## src/rtl/exc_commit_ctrl_if.sv

```systemverilog
// CP0 exception-update bus plus the fetch-redirect valid/ready handshake.
// The commit controller is the master: it drives everything except redir_ready.
interface exc_commit_ctrl_if;
    logic        cp0_update_ena;
    logic [4:0]  cp0_exccode;
    logic        cp0_bd;
    logic        cp0_exl;
    logic [31:0] cp0_epc;
    logic        cp0_badva_ena;
    logic [31:0] cp0_badva;
    logic        cp0_cls_exl;
    logic        redir_valid;
    logic [31:0] redir_pc;
    logic        redir_ready;

    modport master (
        output cp0_update_ena, cp0_exccode, cp0_bd, cp0_exl, cp0_epc,
        output cp0_badva_ena, cp0_badva, cp0_cls_exl, redir_valid, redir_pc,
        input  redir_ready
    );

    modport slave (
        input  cp0_update_ena, cp0_exccode, cp0_bd, cp0_exl, cp0_epc,
        input  cp0_badva_ena, cp0_badva, cp0_cls_exl, redir_valid, redir_pc,
        output redir_ready
    );
endinterface

```

## src/rtl/exc_commit_ctrl.sv

```systemverilog
// Commit-stage exception/ERET controller: picks one event, strobes CP0, flushes, redirects fetch.
// Optional taken-exception counter is built only when EXC_COUNT_EN is defined.
module exc_commit_ctrl #(
    parameter logic [31:0] EXC_VECTOR = 32'hBFC00380,
    parameter logic [31:0] BD_EPC_OFF = 32'd4
) (
    input  logic                      clk,
    input  logic                      rst,
    input  logic                      i_cmt_valid,
    input  logic [31:0]               i_cmt_pc,
    input  logic                      i_cmt_bd,
    input  logic [6:0]                i_cmt_exc,
    input  logic                      i_cmt_eret,
    input  logic [31:0]               i_cmt_data_badva,
    input  logic                      i_int_pending,
    input  logic [31:0]               i_cp0_epc_in,
    exc_commit_ctrl_if.master         bus,
    output logic                      o_flush,
    output logic                      o_cmt_stall,
    output logic [31:0]               o_exc_count
);

    typedef enum logic {S_IDLE, S_REDIRECT} state_t;

    state_t      r_state;
    state_t      w_state_nxt;
    logic        w_start;
    logic        w_exc_win;
    logic [4:0]  w_code;
    logic        w_bva_sel;
    logic [31:0] w_bva;
    logic [31:0] w_epc;

    logic        r_update_ena;
    logic [4:0]  r_exccode;
    logic        r_bd;
    logic        r_exl;
    logic [31:0] r_epc;
    logic        r_badva_ena;
    logic [31:0] r_badva;
    logic        r_cls_exl;
    logic        r_flush;
    logic [31:0] r_redir_pc;

    assign w_start = (r_state == S_IDLE) && i_cmt_valid &&
                     (i_int_pending || (|i_cmt_exc) || i_cmt_eret);
    assign w_epc   = i_cmt_bd ? (i_cmt_pc - BD_EPC_OFF) : i_cmt_pc;

    // Exception bits are {ades,adel_d,ov,bp,sys,ri,adel_if}; ERET is the fall-through.
    // NOTE: every always_comb output gets a default first so no path can infer a latch.
    always_comb begin
        w_exc_win = 1'b1;
        w_code    = 5'd0;
        w_bva_sel = 1'b0;
        w_bva     = i_cmt_pc;
        if (i_int_pending)     w_code = 5'd0;
        else if (i_cmt_exc[0]) begin w_code = 5'd4; w_bva_sel = 1'b1; end
        else if (i_cmt_exc[1]) w_code = 5'd10;
        else if (i_cmt_exc[4]) w_code = 5'd12;
        else if (i_cmt_exc[2]) w_code = 5'd8;
        else if (i_cmt_exc[3]) w_code = 5'd9;
        else if (i_cmt_exc[5]) begin w_code = 5'd4; w_bva_sel = 1'b1; w_bva = i_cmt_data_badva; end
        else if (i_cmt_exc[6]) begin w_code = 5'd5; w_bva_sel = 1'b1; w_bva = i_cmt_data_badva; end
        else                   w_exc_win = 1'b0;
    end

    always_comb begin
        w_state_nxt = r_state;
        case (r_state)
            S_IDLE:     if (w_start) w_state_nxt = S_REDIRECT;
            S_REDIRECT: if (bus.redir_ready) w_state_nxt = S_IDLE;
            default:    w_state_nxt = S_IDLE;
        endcase
    end

    // NOTE: sequential state uses non-blocking assignments so every register samples pre-edge values.
    always_ff @(posedge clk) begin
        if (rst) begin
            r_state      <= S_IDLE;
            r_update_ena <= 1'b0;
            r_exccode    <= 5'd0;
            r_bd         <= 1'b0;
            r_exl        <= 1'b0;
            r_epc        <= 32'd0;
            r_badva_ena  <= 1'b0;
            r_badva      <= 32'd0;
            r_cls_exl    <= 1'b0;
            r_flush      <= 1'b0;
            r_redir_pc   <= 32'd0;
        end else begin
            r_state      <= w_state_nxt;
            r_update_ena <= w_start && w_exc_win;
            r_badva_ena  <= w_start && w_exc_win && w_bva_sel;
            r_cls_exl    <= w_start && !w_exc_win;
            r_flush      <= w_start;
            if (w_start && w_exc_win) begin
                r_exccode <= w_code;
                r_bd      <= i_cmt_bd;
                r_exl     <= 1'b1;
                r_epc     <= w_epc;
            end
            if (w_start && w_exc_win && w_bva_sel) r_badva <= w_bva;
            if (w_start) r_redir_pc <= w_exc_win ? EXC_VECTOR : i_cp0_epc_in;
        end
    end

`ifdef EXC_COUNT_EN
    logic [31:0] r_exc_count;

    always_ff @(posedge clk) begin
        if (rst)                    r_exc_count <= 32'd0;
        else if (w_start && w_exc_win) r_exc_count <= r_exc_count + 32'd1;
    end

    assign o_exc_count = r_exc_count;
`else
    assign o_exc_count = 32'd0;
`endif

    assign bus.cp0_update_ena = r_update_ena;
    assign bus.cp0_exccode    = r_exccode;
    assign bus.cp0_bd         = r_bd;
    assign bus.cp0_exl        = r_exl;
    assign bus.cp0_epc        = r_epc;
    assign bus.cp0_badva_ena  = r_badva_ena;
    assign bus.cp0_badva      = r_badva;
    assign bus.cp0_cls_exl    = r_cls_exl;
    assign bus.redir_valid    = (r_state == S_REDIRECT);
    assign bus.redir_pc       = r_redir_pc;
    assign o_flush            = r_flush;
    assign o_cmt_stall        = (r_state == S_REDIRECT);

endmodule

```

## src/flat_wrapper.sv

```systemverilog
// flat-port wrapper written by rule: the top's interface ports become plain ports
module exc_commit_ctrl_flat 
#(
    parameter logic [31:0] EXC_VECTOR = 32'hBFC00380,
    parameter logic [31:0] BD_EPC_OFF = 32'd4
)
  (clk, rst, i_cmt_valid, i_cmt_pc, i_cmt_bd, i_cmt_exc, i_cmt_eret, i_cmt_data_badva, i_int_pending, i_cp0_epc_in, o_flush, o_cmt_stall, o_exc_count, bus_cp0_update_ena, bus_cp0_exccode, bus_cp0_bd, bus_cp0_exl, bus_cp0_epc, bus_cp0_badva_ena, bus_cp0_badva, bus_cp0_cls_exl, bus_redir_valid, bus_redir_pc, bus_redir_ready);
  exc_commit_ctrl_if bus_i ();
  input  logic clk;
  input  logic rst;
  input  logic i_cmt_valid;
  input  logic [31:0] i_cmt_pc;
  input  logic i_cmt_bd;
  input  logic [6:0] i_cmt_exc;
  input  logic i_cmt_eret;
  input  logic [31:0] i_cmt_data_badva;
  input  logic i_int_pending;
  input  logic [31:0] i_cp0_epc_in;
  output logic o_flush;
  output logic o_cmt_stall;
  output logic [31:0] o_exc_count;
  output wire logic [$bits(bus_i.cp0_update_ena)-1:0] bus_cp0_update_ena;
  output wire logic [$bits(bus_i.cp0_exccode)-1:0] bus_cp0_exccode;
  output wire logic [$bits(bus_i.cp0_bd)-1:0] bus_cp0_bd;
  output wire logic [$bits(bus_i.cp0_exl)-1:0] bus_cp0_exl;
  output wire logic [$bits(bus_i.cp0_epc)-1:0] bus_cp0_epc;
  output wire logic [$bits(bus_i.cp0_badva_ena)-1:0] bus_cp0_badva_ena;
  output wire logic [$bits(bus_i.cp0_badva)-1:0] bus_cp0_badva;
  output wire logic [$bits(bus_i.cp0_cls_exl)-1:0] bus_cp0_cls_exl;
  output wire logic [$bits(bus_i.redir_valid)-1:0] bus_redir_valid;
  output wire logic [$bits(bus_i.redir_pc)-1:0] bus_redir_pc;
  input wire logic [$bits(bus_i.redir_ready)-1:0] bus_redir_ready;
  assign bus_cp0_update_ena = bus_i.cp0_update_ena;
  assign bus_cp0_exccode = bus_i.cp0_exccode;
  assign bus_cp0_bd = bus_i.cp0_bd;
  assign bus_cp0_exl = bus_i.cp0_exl;
  assign bus_cp0_epc = bus_i.cp0_epc;
  assign bus_cp0_badva_ena = bus_i.cp0_badva_ena;
  assign bus_cp0_badva = bus_i.cp0_badva;
  assign bus_cp0_cls_exl = bus_i.cp0_cls_exl;
  assign bus_redir_valid = bus_i.redir_valid;
  assign bus_redir_pc = bus_i.redir_pc;
  assign bus_i.redir_ready = bus_redir_ready;
  exc_commit_ctrl #(.EXC_VECTOR(EXC_VECTOR), .BD_EPC_OFF(BD_EPC_OFF)) u_core (.clk(clk), .rst(rst), .i_cmt_valid(i_cmt_valid), .i_cmt_pc(i_cmt_pc), .i_cmt_bd(i_cmt_bd), .i_cmt_exc(i_cmt_exc), .i_cmt_eret(i_cmt_eret), .i_cmt_data_badva(i_cmt_data_badva), .i_int_pending(i_int_pending), .i_cp0_epc_in(i_cp0_epc_in), .bus(bus_i), .o_flush(o_flush), .o_cmt_stall(o_cmt_stall), .o_exc_count(o_exc_count));
endmodule
```

## config.mk

```make
export PLATFORM = sky130hd
export DESIGN_NAME = exc_commit_ctrl_flat
export DESIGN_NICKNAME = d
export VERILOG_FILES = /design/src/rtl/exc_commit_ctrl_if.sv /design/src/rtl/exc_commit_ctrl.sv /design/src/flat_wrapper.sv
export SDC_FILE = /design/constraint.sdc
export NUM_CORES = 1
export LEC_CHECK = 0
export CAP_MARGIN = 20
export CORE_MARGIN = 2
export CORE_UTILIZATION = 40
export DETAILED_ROUTE_END_ITERATION = 10
export GPL_TIMING_DRIVEN = 0
export PLACE_DENSITY = 0.9
export SLEW_MARGIN = 20
export SYNTH_ARGS = -nofsm -noshare
export SYNTH_HDL_FRONTEND = slang
export SYNTH_SLANG_ARGS = --single-unit
```

## constraint.sdc

```tcl
create_clock -name clk -period 3.19 [get_ports clk]
set_input_delay 0.638 -clock clk [delete_from_list [all_inputs] [get_ports clk]]
set_output_delay 0.638 -clock clk [all_outputs]
set_load 0.02 [all_outputs]
```

* Word-level counts from Yosys, hierarchy flattened
Cells that the tools add are included.
** Operators by class
- $add $sub $neg :: 1
- $mul :: 0
- Div/mod/pow operators :: 0
- $lt $le $gt $ge :: 0
- Equality and inequality tests :: 0
- Shifts and indexed selects :: 0
- Mux-type cells :: 35
- Bitwise logic cells :: 1
- Reduce and logical (&&, ||, !) cells :: 9
** Operator list (number)
- $mux 32 :: 10
- $mux 5 :: 7
- $sub 32x3->32 const B :: 1
- $mux 1 :: 16
- $reduce_or 7->1 :: 1
- $logic_and 1x1->1 :: 5
- $mux 3 :: 1
- $logic_or 1x1->1 :: 2
- $pmux 1 s2 :: 1
- $logic_not 1->1 :: 1
- $not 1->1 :: 1
** Word-level totals
- Register bits after elaboration :: 108
- Bits in latches :: 0
- Memory bits (writable) :: 0
- Memory bits (read-only) :: 0
- Input bits :: 110
- Output and inout port bits :: 141
- Logic and storage cells :: 57
- Memories :: 0

* Depth between registers and ports, before layout
Gate-level depths: netlist of run 1.
- Depth after elaboration :: 10
- Mapped depth :: 8
- Gate-level depth less buffers :: 7

* Worst setup path after synthesis of run 1
No wires, ideal clock.
- Path type :: input-to-reg
- Start point :: in i_cmt_pc[19]
- End point :: reg u_core.r_epc[31] (netlist: u_core.bus.cp0_epc[31])
- Setup time :: 91 ps
- Arrival time :: 2420 ps
- Data required time :: 3099 ps
- Slack :: 679 ps
- Cell stages on the path :: 6
- Buffers on the path :: 1
- Cells stage by stage :: or2_4 -> or4_4 -> buf_6 -> or4_4 -> or3_1 -> a311oi_1
** Between the ends
- Longest elaborated chain between the ends :: 2
** RTL lines
- start, declared :: line flat_wrapper.sv:12 : input logic [31:0] i_cmt_pc;
- $sub 32x3->32 :: line exc_commit_ctrl.sv:47 : assign w_epc = i_cmt_bd ? (i_cmt_pc - BD_EPC_OFF) : i_cmt_pc;
- $mux 32 :: line exc_commit_ctrl.sv:47
- end signal, assigned :: line exc_commit_ctrl.sv:100 : r_epc <= w_epc;
- end, declared :: line exc_commit_ctrl.sv:38 : logic [31:0] r_epc;
No other way between the ends.
A chain may end at the register's enable or synchronous reset.

* Worst setup path in the final report of run 1
- Start point :: in i_cmt_exc[3]
- End point :: reg u_core.r_badva[26] (netlist: u_core.bus.cp0_badva[26])
** Between the ends
- Longest elaborated chain between the ends :: 8
- Elaborated cells on any way between the ends :: 24
- Those cells by class :: mux: 18; reduce/logical: 6
** RTL lines
- start, declared :: line flat_wrapper.sv:14 : input logic [6:0] i_cmt_exc;
- $mux 1 :: line exc_commit_ctrl.sv:61 : else if (i_cmt_exc[3]) w_code = 5'd9;
- $mux 1 :: line exc_commit_ctrl.sv:60 : else if (i_cmt_exc[2]) w_code = 5'd8;
- $mux 1 :: line exc_commit_ctrl.sv:59 : else if (i_cmt_exc[4]) w_code = 5'd12;
- $mux 1 :: line exc_commit_ctrl.sv:58 : else if (i_cmt_exc[1]) w_code = 5'd10;
- $mux 1 :: line exc_commit_ctrl.sv:57 : else if (i_cmt_exc[0]) begin w_code = 5'd4; w_bva_sel = 1'b1; end
- $mux 1 :: line exc_commit_ctrl.sv:56 : if (i_int_pending) w_code = 5'd0;
- $logic_and 1x1->1 (2 in a row) :: line exc_commit_ctrl.sv:102 : if (w_start && w_exc_win && w_bva_sel) r_badva <= w_bva;
- end signal, assigned :: line exc_commit_ctrl.sv:102
- end, declared :: line exc_commit_ctrl.sv:40 : logic [31:0] r_badva;
Several ways; a longest one is shown, not always the timed one.

==> results of run 1 <==
## cells in the mapped netlist, types with 2 or more instances
cell	n	area share, %
sky130_fd_sc_hd__nor3_1	18	1.9
sky130_fd_sc_hd__o22ai_1	12	1.6
sky130_fd_sc_hd__nand3_1	6	0.63
sky130_fd_sc_hd__o21ai_0	3	0.32
sky130_fd_sc_hd__xnor2_1	19	3.5
sky130_fd_sc_hd__xor2_1	4	0.74
sky130_fd_sc_hd__clkbuf_1	35	2.8
sky130_fd_sc_hd__or2_2	4	0.53
sky130_fd_sc_hd__a211oi_1	56	8.9
sky130_fd_sc_hd__dfxtp_1	107	45
sky130_fd_sc_hd__or3_1	6	0.79
sky130_fd_sc_hd__a22o_1	20	3.7
sky130_fd_sc_hd__nand2_1	24	1.9
sky130_fd_sc_hd__inv_1	5	0.40
sky130_fd_sc_hd__nor4_1	12	1.6
sky130_fd_sc_hd__nor2_1	86	6.8
sky130_fd_sc_hd__nor2b_1	2	0.26
sky130_fd_sc_hd__o21bai_1	2	0.32
sky130_fd_sc_hd__nand4_1	3	0.40
sky130_fd_sc_hd__buf_4	34	5.4
sky130_fd_sc_hd__or4_4	2	0.48
sky130_fd_sc_hd__mux2i_1	32	6.8
sky130_fd_sc_hd__a21oi_1	13	1.4
sky130_fd_sc_hd__a311oi_1	4	0.74
## metrics by stage
stage	area [sq um]	instances	setup slack, ns	power (mW)	setup TNS, ns
6_report	7490	931	0.267	3.25	0
5_1_grt	7490	931	0.0172	3.38	0
4_1_cts	7480	931	0.0635	3.27	0
3_5_place_dp	7190	915	-0.484	2.19	-13.48
3_3_place_gp	7190	915	-0.414	2.17	-10.23
2_1_floorplan	4860	557	0.679	1.82	0
## state kept, by name, summed over array words and instances, names as in the netlist
register and count:
u_core.bus.cp0_badva 32, u_core.bus.cp0_badva_ena 1, u_core.bus.cp0_bd 1, u_core.bus.cp0_cls_exl 1
u_core.bus.cp0_epc 32, u_core.bus.cp0_exccode 4, u_core.bus.cp0_exl 1, u_core.bus.cp0_update_ena 1
u_core.bus.redir_pc 32, u_core.bus.redir_valid 1, u_core.o_flush 1
## cell families (layout without fill, tap and decap cells)
logic type      after synthesis  count (layout)
simple gates                173             173
compound gates              113             113
flops                       107             107
buf+inv                      75             306
mux                          32              32
xor+xnor                     23              23
fa+ha+maj                     1               1
other cells                   1              33
## critical path, stage by stage
cell	delay [ns]
sky130_fd_sc_hd__clkdlybuf4s50_1	0.46
sky130_fd_sc_hd__nor4_2	0.50
sky130_fd_sc_hd__a21oi_1	0.21
sky130_fd_sc_hd__nor3_4	0.53
sky130_fd_sc_hd__clkbuf_1	0.51
sky130_fd_sc_hd__nor2_1	0.08
sky130_fd_sc_hd__a211oi_1	0.24
## final timing paths
kind | startpoint | end | slack (ns) | cells past startpoint
max | i_cmt_exc[3] | u_core.bus.cp0_badva[26]$_SDFFE_PP0P_ | 0.27 | 7
min | u_core.bus.cp0_exccode[0]$_SDFFE_PP0P_ | u_core.bus.cp0_exccode[0]$_SDFFE_PP0P_ | 0.45 | 2
max reg2reg | u_core.bus.redir_valid$_SDFF_PP0_ | u_core.bus.cp0_epc[4]$_SDFFE_PP0P_ | 1.06 | 5
min reg2reg | u_core.bus.cp0_exccode[0]$_SDFFE_PP0P_ | u_core.bus.cp0_exccode[0]$_SDFFE_PP0P_ | 0.45 | 2
## power groups by stage
stage	logic (mW)	clock network, mW	registers, mW
after floorplan	0.251	0	1.56
after global placement	0.701	0	1.47
after detailed placement	0.710	0	1.48
after CTS	0.714	1.11	1.45
after global routing	0.763	1.16	1.45
final	0.712	1.09	1.45
## cell type report
type | instances | area share [%]
multi-input combinational | 375 | 30.9
timing repair buffer | 215 | 28.7
buffer | 70 | 5.31
tap | 143 | 2.39
clock buffer | 9 | 3.01
sequential | 107 | 28.6
clock inverter | 7 | 0.835
inverter | 5 | 0.251
## per-layer routing
metal,routed length (um),track usage (%),vias up
met1,6590,29.7,2157
met2,7530,41.6,174
met3,1310,6.48,16
met5,0,0,-
met4,234,7.64,0
li1,-,-,2339
## repair_timing
action / in CTS / in global routing
endpoints found under the hold margin: 0 / 0
resized for setup: 1 / 1
pin swaps: 0 / 0
setup endpoints to repair: 27 / 29
buffers inserted: 0 / 0
==> reports/results.md, run 1 <==
### Synth
- 0 — total number of yosys warnings
- 40 — number of distinct library cells after synthesis
- 6.76% — multiplexer area fraction after synthesis
- 4.25% — xor and xnor fraction of the mapped netlist area
- 17.2% — simple-gate share of the synthesized area
- 45.2% — post-synthesis sequential area ratio
- 4740 sq um — Synth Cell Area
- 525 — Synth Instances
- sky130_fd_sc_hd__dfxtp_1 — ys flop type
- 107 — post-synthesis sequential element count
- 9.03 sq um — average footprint of a synthesized cell
- compound AO/OA/AOI/OAI gates — largest family of logic cells by synthesized area
- 0 — number of enable flip-flop cells after synthesis
- 0.264% — post-synthesis adder-cell area fraction
- 0% — Async SR Flop Fraction
- 17.4% — compound-gate portion of the synthesized area

### Clocking
- 0.08 ns — clock edge transition at the registers on the reported setup and hold paths
- sky130_fd_sc_hd__clkbuf_16 — buffer type at the clock tree root
- 2 — maximum buffer depth of the clock tree
- 0.35 ns — insertion delay of the later-clocked pin in the worst-skew pair
- 107 — total number of clock tree sinks
- done — TritonCTS clock tree
- 3 — H-tree depth
- 9 — total CTS buffers
- 0 — Post-CTS Hold Fix Bufs

### Pwr
- 21.9% — combinational power share
- 0.947 mW — NetSw
- 0.354 mV — highest ir drop seen on vdd
- 29.1% — Sw Ratio
- 2.30 mW — Int Pwr
- 2.66 nW — static leakage power
- 33.6% — proportion of power drawn by the clock network
- 44.5% — sequential power share
- 434 nW/um^2 — total power per unit cell area

### Timing
- 0.832 ns — Tightest Pin Transition
- 0.00544 ns — clock skew
- 0 — final count of pins violating max slew
- 44.6% — Rel. slew slack
- 0.453 ns — worst hold margin
- 0 — Final setup viols
- no — setup repair after global routing missed its margin
- 0 — Final Hold Viols
- 342 MHz — timing-limited maximum frequency
- 2.92 ns — final period demand of the worst path
- 91.6% — part of the cycle the worst path needs

### Layout
- 2140 sq um — Register Area
- 58.1% — area growth from synthesis to layout
- sky130_fd_sc_hd__clkdlybuf4s50_1 — most common library cell in the layout ignoring fill and taps
- 65.3% — post-layout util
- sky130_fd_sc_hd__clkdlybuf4s50_1 (215), sky130_fd_sc_hd__dfxtp_1 (107), sky130_fd_sc_hd__nor2_1 (86) — highest-count cells in the layout ignoring fill and taps
- 8.12% — proportion of layout cells with a drive suffix above 1
- 951 — FILL cells
- 894 — total number of nets in the final design
- 0 — # diodes
- 2310 sq um — footprint of the multi-input gates

### Drt
- 4686 — total number of vias
- 5.03 — vias per inst
- 16.8 um — DR WL/cell
- 0 — residual antenna-violating net count after detailed routing
- 254 — initial DRC count
- 4 — 1st-pass router iterations
- 15.7 mm — Final Routed Wirelength
- 0 — Residual DRC

### Global route
- 24.3 mm — wire length of the first global-routing pass
- 4634 — vias in the first global route
- 20 — largest net degree at the start of global routing
- 24.3% — GRT Resource Usage Total
- 0 — antenna violations before repair
- 0 — overflow left after global routing

### Setup path
- input pin — crit path launch type
- flip-flop — kind of end point of the critical path
- 3.18 ns — Worst Path Arrival
- in -> reg — startpoint-to-endpoint class of the critical path
- 3.45 ns — data required time at the worst endpoint
- 10 — top fanout value on the critical path

### Job
- 0 — number of max-capacitance violations reported

### Floorplan
- 39 — Placement Rows
- 251 — num ports
- 113 um — width of the chip
- 11500 sq um — area of the core
- 41.3% — Starting Density
- 113 um — Die Span Y
- 12700 sq um — total die area

### Place
- 215 — number of I/O port buffers
- 12.3 mm — post-DP HPWL
- 0.827 — Final GP Congestion

### Min path
- reg -> reg — min-delay worst type

### Outcome
- finished, final reports clean — status

No activity file was read; power rests on OpenSTA's default activity.
==> inputs of run 2 (changes only) <==
--- a/config.mk
+++ b/config.mk
@@ -6,11 +6,11 @@
 export NUM_CORES = 1
 export LEC_CHECK = 0
 export CAP_MARGIN = 20
-export CORE_MARGIN = 2
+export CORE_MARGIN = 1
 export CORE_UTILIZATION = 40
 export DETAILED_ROUTE_END_ITERATION = 10
 export GPL_TIMING_DRIVEN = 0
-export PLACE_DENSITY = 0.9
+export PLACE_DENSITY = 0.79
 export SLEW_MARGIN = 20
 export SYNTH_ARGS = -nofsm -noshare
 export SYNTH_HDL_FRONTEND = slang
==> run 2 against run 1 <==
Compared with the run above:
- register-to-register slack improved by 0.06 ns
- worst hold slack gained 0.0057 ns
- critical path depth unchanged
- sequential power hardly changed
- combinational power is essentially flat
- maximum frequency barely moved
- power decreased by 0.75%
- utilization unchanged
- clock-buffer cell count grew 1
- flip-flop and latch count is the same
- sequential share of layout area unchanged
- wire length is essentially flat
- critical path type unchanged
- largest cell class unchanged
==> reports/results.md, run 2 (synthesis gave the netlist of run 1 again) <==
### Outcome
- finished, final reports clean — status

### Global route
- 19 — largest net degree at the start of global routing, -5.0%
- 25.2% — GRT Resource Usage Total, +0.91 points
- 0 — antenna violations before repair, unchanged
- 4712 — vias in the first global route, +1.7%
- 0 — overflow left after global routing, unchanged
- 24.5 mm — wire length of the first global-routing pass, +0.79%

### Timing
- 342 MHz — timing-limited maximum frequency, about the same
- no — setup repair after global routing missed its margin
- 0.844 ns — Tightest Pin Transition, +0.0128 ns
- 0.00475 ns — clock skew, -0.000696 ns
- 0 — Final setup viols, unchanged
- 0.269 ns — Final Worst Setup Slack, +0.00258 ns
- 91.6% — part of the cycle the worst path needs, about the same
- 0 — final count of pins violating max slew, unchanged
- 2.92 ns — final period demand of the worst path, -0.00258 ns
- 0 — Final Hold Viols, unchanged
- 43.7% — Rel. slew slack, -0.85 points
- 0.459 ns — worst hold margin, +0.00567 ns

### Floorplan
- 12300 sq um — total die area, -3.5%
- 251 — num ports, unchanged
- 39 — Placement Rows, unchanged
- 41.3% — Starting Density, unchanged
- 111 um — width of the chip, -1.8%
- 11500 sq um — area of the core, unchanged
- 111 um — Die Span Y, -1.8%

### Drt
- 0 — Residual DRC, unchanged
- 0 — residual antenna-violating net count after detailed routing, unchanged
- 5.15 — vias per inst, +2.2%
- 340 — initial DRC count, +34%
- 15.7 mm — Final Routed Wirelength, about the same
- 4791 — total number of vias, +2.2%
- 16.8 um — DR WL/cell, about the same
- 4 — 1st-pass router iterations, unchanged

### Layout
- 7.99% — proportion of layout cells with a drive suffix above 1, -0.13 points
- 58.1% — area growth from synthesis to layout, unchanged
- 65.3% — post-layout util, unchanged
- sky130_fd_sc_hd__clkdlybuf4s50_1 — most common library cell in the layout ignoring fill and taps
- 7490 sq um — final design area excluding fillers, unchanged
- 0 — # diodes, unchanged
- 894 — total number of nets in the final design, unchanged
- sky130_fd_sc_hd__clkdlybuf4s50_1 (215), sky130_fd_sc_hd__dfxtp_1 (107), sky130_fd_sc_hd__nor2_1 (86) — highest-count cells in the layout ignoring fill and taps
- 931 — post-layout instance count excluding filler cells, unchanged

### Place
- 0.808 — Final GP Congestion, -2.3%
- 915 — number of instances in the placed design, unchanged
- 215 — number of I/O port buffers, unchanged
- 12.0 mm — post-DP HPWL, -2.8%
- -0.511 ns — Post-Place Worst Slack, -0.0266 ns
- 7190 sq um — placed inst area, unchanged

### Pwr
- 2.67 nW — static leakage power, +0.12%
- 0.507 mV — highest ir drop seen on vdd, +43%
- 431 nW/um^2 — total power per unit cell area, -0.75%

### Setup path
- flip-flop — kind of end point of the critical path
- clkdlybuf4s50_1 -> nor4_2 -> a21oi_1 -> nor3_4 -> clkbuf_1 -> nor2_1 -> a211oi_1 — critical-path cell list
- input pin — crit path launch type
- 5 — number of cells traversed by the worst register-to-register path, unchanged
- 3.45 ns — data required time at the worst endpoint, about the same
- 3.18 ns — Worst Path Arrival, about the same
- 10 — top fanout value on the critical path, unchanged
- sky130_fd_sc_hd__nor4_2 — library cell contributing the largest single delay on the critical path
- 0.55 ns — maximum cell stage delay along the critical path, +0.02 ns
- in -> reg — startpoint-to-endpoint class of the critical path

### Clocking
- 0 — Post-CTS Hold Fix Bufs, unchanged
- done — TritonCTS clock tree
- 2 — maximum buffer depth of the clock tree, unchanged
- 107 — total number of clock tree sinks, unchanged
- 0.07 ns — clock edge transition at the registers on the reported setup and hold paths, about the same
- 3 — H-tree depth, unchanged
- 9 — total CTS buffers, unchanged
- sky130_fd_sc_hd__clkbuf_16 — buffer type at the clock tree root
- 0 — post-CTS repair timing setup buffer count, unchanged
- 0.35 ns — insertion delay of the later-clocked pin in the worst-skew pair, about the same

### Min path
- 2 — Hold Path Stages, unchanged
- reg -> reg — min-delay worst type

### Job
- 0 — number of max-capacitance violations reported, unchanged

run 2: cell types whose count changed in the layout (fill, tap and decap cells not counted), sizes merged:
cell,before,now
clkinvlp,3,2
clkbuf,44,45
run 2: critical path, delay by kind of cell:
kind,cells,cell delay (ns)
AOI/OAI and AO/OA,2,0.47
and+or+nand+nor,3,1.12
buffers and inverters,2,0.94
run 2: power by group:
group          internal [mW]  switching (mW)
Combinational          0.352           0.361
Sequential              1.41          0.0407
Clock                  0.539           0.526
run 2: what timing repair did:
action | CTS | global route
resized for setup | 1 | 2
endpoints found under the setup margin | 28 | 29
pin swaps | 0 | 0
run 2: worst paths after layout:
check | from | to | slack (ns)
setup / recovery | i_cmt_exc[3] | u_core.bus.cp0_badva[12]$_SDFFE_PP0P_ | 0.27
hold / removal | u_core.bus.cp0_exccode[2]$_SDFFE_PP0P_ | u_core.bus.cp0_exccode[2]$_SDFFE_PP0P_ | 0.46
setup reg to reg | u_core.bus.redir_valid$_SDFF_PP0_ | u_core.bus.cp0_epc[3]$_SDFFE_PP0P_ | 1.12
hold reg to reg | u_core.bus.cp0_exccode[2]$_SDFFE_PP0P_ | u_core.bus.cp0_exccode[2]$_SDFFE_PP0P_ | 0.46
run 2: stage by stage:
stage                     total power, mW  TNS, ns
after CTS                            3.25        0
final                                3.23        0
after global routing                 3.36        0
after detailed placement             2.19   -14.26
after floorplan                      1.82        0
after global placement               2.17    -9.91
run 2: layout make-up:
type | count | area (sq um)
clock buffer | 10 | 229
multi-input combinational | 375 | 2320
fill | 954 | 3980
sequential | 107 | 2140
tap | 143 | 179
clock inverter | 6 | 50.0
buffer | 70 | 398
timing repair buffer | 215 | 2150
inverter | 5 | 18.8
run 2: per-layer routing:
layer	vias up	track usage [%]	share of wire (%)
met3	19	8.26	8.0
li1	2337	-	-
met2	231	43.9	49
met1	2204	29.2	42
met5	-	0	0
met4	0	7.56	1.4
==> inputs of run 3 (changes only) <==
--- a/config.mk
+++ b/config.mk
@@ -6,6 +6,7 @@
 export NUM_CORES = 1
 export LEC_CHECK = 0
 export CAP_MARGIN = 20
+export CORE_ASPECT_RATIO = 1.2
 export CORE_MARGIN = 1
 export CORE_UTILIZATION = 40
 export DETAILED_ROUTE_END_ITERATION = 10
==> run 3 against run 2 <==
Compared with the run above:
- die area about the same
- combinational power about the same
- sequential share of layout area decreased by 0.19 points
- wire length increased by 2.1%
- largest cell class unchanged
- largest power group unchanged
- highest routed layer unchanged
==> reports/results.md, run 3 (synthesis gave the netlist of run 1 again) <==
### Timing
- 94.0% — part of the cycle the worst path needs, +2.4 points
- 0 — Final Hold Viols, unchanged
- 44.0% — Rel. slew slack, +0.25 points
- 0.193 ns — Final Worst Setup Slack, -0.0763 ns
- 0.00876 ns — clock skew, +0.00401 ns
- 0.453 ns — worst hold margin, -0.00654 ns
- 0.841 ns — Tightest Pin Transition, -0.00378 ns
- 3.00 ns — final period demand of the worst path, +0.0763 ns
- 0 — Final setup viols, unchanged
- no — setup repair after global routing missed its margin
- 334 MHz — timing-limited maximum frequency, -2.5%
- 0 — final count of pins violating max slew, unchanged
- 0 ns — setup total negative slack, unchanged

### Setup path
- in -> reg — startpoint-to-endpoint class of the critical path
- 3.45 ns — data required time at the worst endpoint, about the same
- 3.26 ns — Worst Path Arrival, +0.08 ns
- sky130_fd_sc_hd__nor4b_2 — library cell contributing the largest single delay on the critical path
- input pin — crit path launch type
- 1 — number of buffer and inverter stages on the critical path, -1
- flip-flop — kind of end point of the critical path
- clkdlybuf4s50_1 -> nor4b_2 -> nand3_1 -> or2_2 -> or3_1 -> a311oi_1 — critical-path cell list
- 0.70 ns — maximum cell stage delay along the critical path, +0.15 ns
- 7 — top fanout value on the critical path, -3
- i_cmt_bd — Setup crit start
- u_core.bus.redir_valid$_SDFF_PP0_ — launch instance of the worst register-to-register path
- simple AND/OR/NAND/NOR gates — CP delay by family, top

### Drt
- 4 — 1st-pass router iterations, unchanged
- 0 — residual antenna-violating net count after detailed routing, unchanged
- 6.06 mm — wire length on met1, -7.3%
- 4863 — total number of vias, +1.5%
- 8.31 mm — met2 layer wire length in the routed design, +8.6%
- 16.9 um — DR WL/cell, +0.44%
- 149 — initial DRC count, -56%
- 5.14 — vias per inst, -0.11%
- 1.29 mm — detailed-routed wire length on met3, +2.4%
- 16.0 mm — Final Routed Wirelength, +2.1%
- met4 — DR top layer
- 0 — Residual DRC, unchanged

### Global route
- 4796 — vias in the first global route, +1.8%
- 25.9% — GRT Resource Usage Total, +0.71 points
- 18 — largest net degree at the start of global routing, -1
- 1 — antenna violations before repair, +1
- 0 — overflow left after global routing, unchanged
- 24.3 mm — wire length of the first global-routing pass, -0.76%

### Clocking
- 0 — Post-CTS Hold Fix Bufs, unchanged
- 9 — total CTS buffers, unchanged
- done — TritonCTS clock tree
- 3 — H-tree depth, unchanged
- 0.07 ns — clock edge transition at the registers on the reported setup and hold paths, about the same
- 2 — maximum buffer depth of the clock tree, unchanged
- 0.35 ns — insertion delay of the later-clocked pin in the worst-skew pair, about the same
- sky130_fd_sc_hd__clkbuf_16 — buffer type at the clock tree root
- 107 — total number of clock tree sinks, unchanged

### Layout
- 59.1% — area growth from synthesis to layout
- 7.99% — proportion of layout cells with a drive suffix above 1, unchanged
- 894 — total number of nets in the final design, unchanged
- 946 — post-layout instance count excluding filler cells, +1.6%
- sky130_fd_sc_hd__clkdlybuf4s50_1 (215), sky130_fd_sc_hd__dfxtp_1 (107), sky130_fd_sc_hd__nor2_1 (86) — highest-count cells in the layout ignoring fill and taps
- sky130_fd_sc_hd__clkdlybuf4s50_1 — most common library cell in the layout ignoring fill and taps

### Pwr
- 21.3% — combinational power share, -0.8 points
- 35.5% — proportion of power drawn by the clock network, +2.5 points
- 445 nW/um^2 — total power per unit cell area, +3.4%
- 2.45 mW — Int Pwr, +6.6%
- 0.228 mV — highest ir drop seen on vdd, -55%
- 0.907 mW — NetSw, -2.1%
- 27.0% — Sw Ratio, -1.7 points
- 2.68 nW — static leakage power, +0.53%
- 43.2% — sequential power share, -1.7 points
- 3.36 mW — Pwr Total, +4.1%

### Job
- 0 — number of max-capacitance violations reported, unchanged

### Floorplan
- 12300 sq um — total die area, about the same
- 11600 sq um — area of the core, +0.87%
- 121 um — Die Span Y, +9.4%
- 251 — num ports, unchanged
- 101 um — width of the chip, -8.6%
- 41.0% — Starting Density, -0.36 points
- 43 — Placement Rows, +10%

### Place
- 0.797 — Final GP Congestion, -1.3%
- 12.5 mm — post-DP HPWL, +4.6%
- 215 — number of I/O port buffers, unchanged
- 929 — number of instances in the placed design, +1.5%
- -0.577 ns — Post-Place Worst Slack, -0.0663 ns

### Min path
- reg -> reg — min-delay worst type
- u_core.bus.cp0_epc[3]$_SDFFE_PP0P_ — startpoint of the worst hold path

### Outcome
- finished, final reports clean — status

-- run 3: final cells by class --
type	instances	area, sq um
Antenna cell	1	2.50
Buffer	70	398
Clock buffer	10	229
Clock inverter	6	88.8
Fill cell	984	4030
Inverter	5	18.8
Multi-Input combinational cell	375	2310
Sequential cell	107	2140
Tap cell	157	196
Timing Repair Buffer	215	2150
-- run 3: what timing repair did --
item | 4_1_cts | 5_1_grt
gates resized for setup | 2 | 0
setup buffers | 0 | 0
endpoints found under the setup margin | 28 | 0
-- run 3: worst register-to-register path: cells and delay by family, from the launching register on --
family | cells | cell delay (ns)
AOI/OAI and AO/OA | 2 | 0.91
DFF | 1 | 0.36
buffers and inverters | 1 | 0.45
and+or+nand+nor | 2 | 0.33
-- run 3: worst paths after layout --
| kind | to | depth (start not counted) | slack, ns |
|---|---|---|---|
| setup / recovery | u_core.bus.cp0_epc[31]$_SDFFE_PP0P_ | 6 | 0.19 |
| hold / removal | u_core.bus.cp0_epc[3]$_SDFFE_PP0P_ | 2 | 0.45 |
| setup reg to reg | u_core.bus.cp0_epc[23]$_SDFFE_PP0P_ | 5 | 1.06 |
| hold reg to reg | u_core.bus.cp0_epc[3]$_SDFFE_PP0P_ | 2 | 0.45 |
-- run 3: power groups by stage --
| stage | combinational, mW | clock, mW | sequential [mW] |
|---|---|---|---|
| 2_1_floorplan | 0.251 | 0 | 1.56 |
| 3_5_place_dp | 0.710 | 0 | 1.48 |
| 6_report | 0.715 | 1.19 | 1.45 |
| 5_1_grt | 0.765 | 1.24 | 1.46 |
| 3_3_place_gp | 0.695 | 0 | 1.48 |
| 4_1_cts | 0.716 | 1.20 | 1.45 |
-- run 3: per-stage QoR --
stage	instance area [sq um]	utilization (%)
after floorplan	4860	-
after global placement	7210	62.3
after detailed placement	7210	62.3
after CTS	7540	65.2
after global routing	7540	65.2
final	7540	65.2
-- run 3: per-layer routing --
layer	track usage (%)	vias to the layer above
met5	0	-
met4	8.88	0
met3	7.55	19
met2	47.7	214
met1	27.7	2302
li1	-	2328
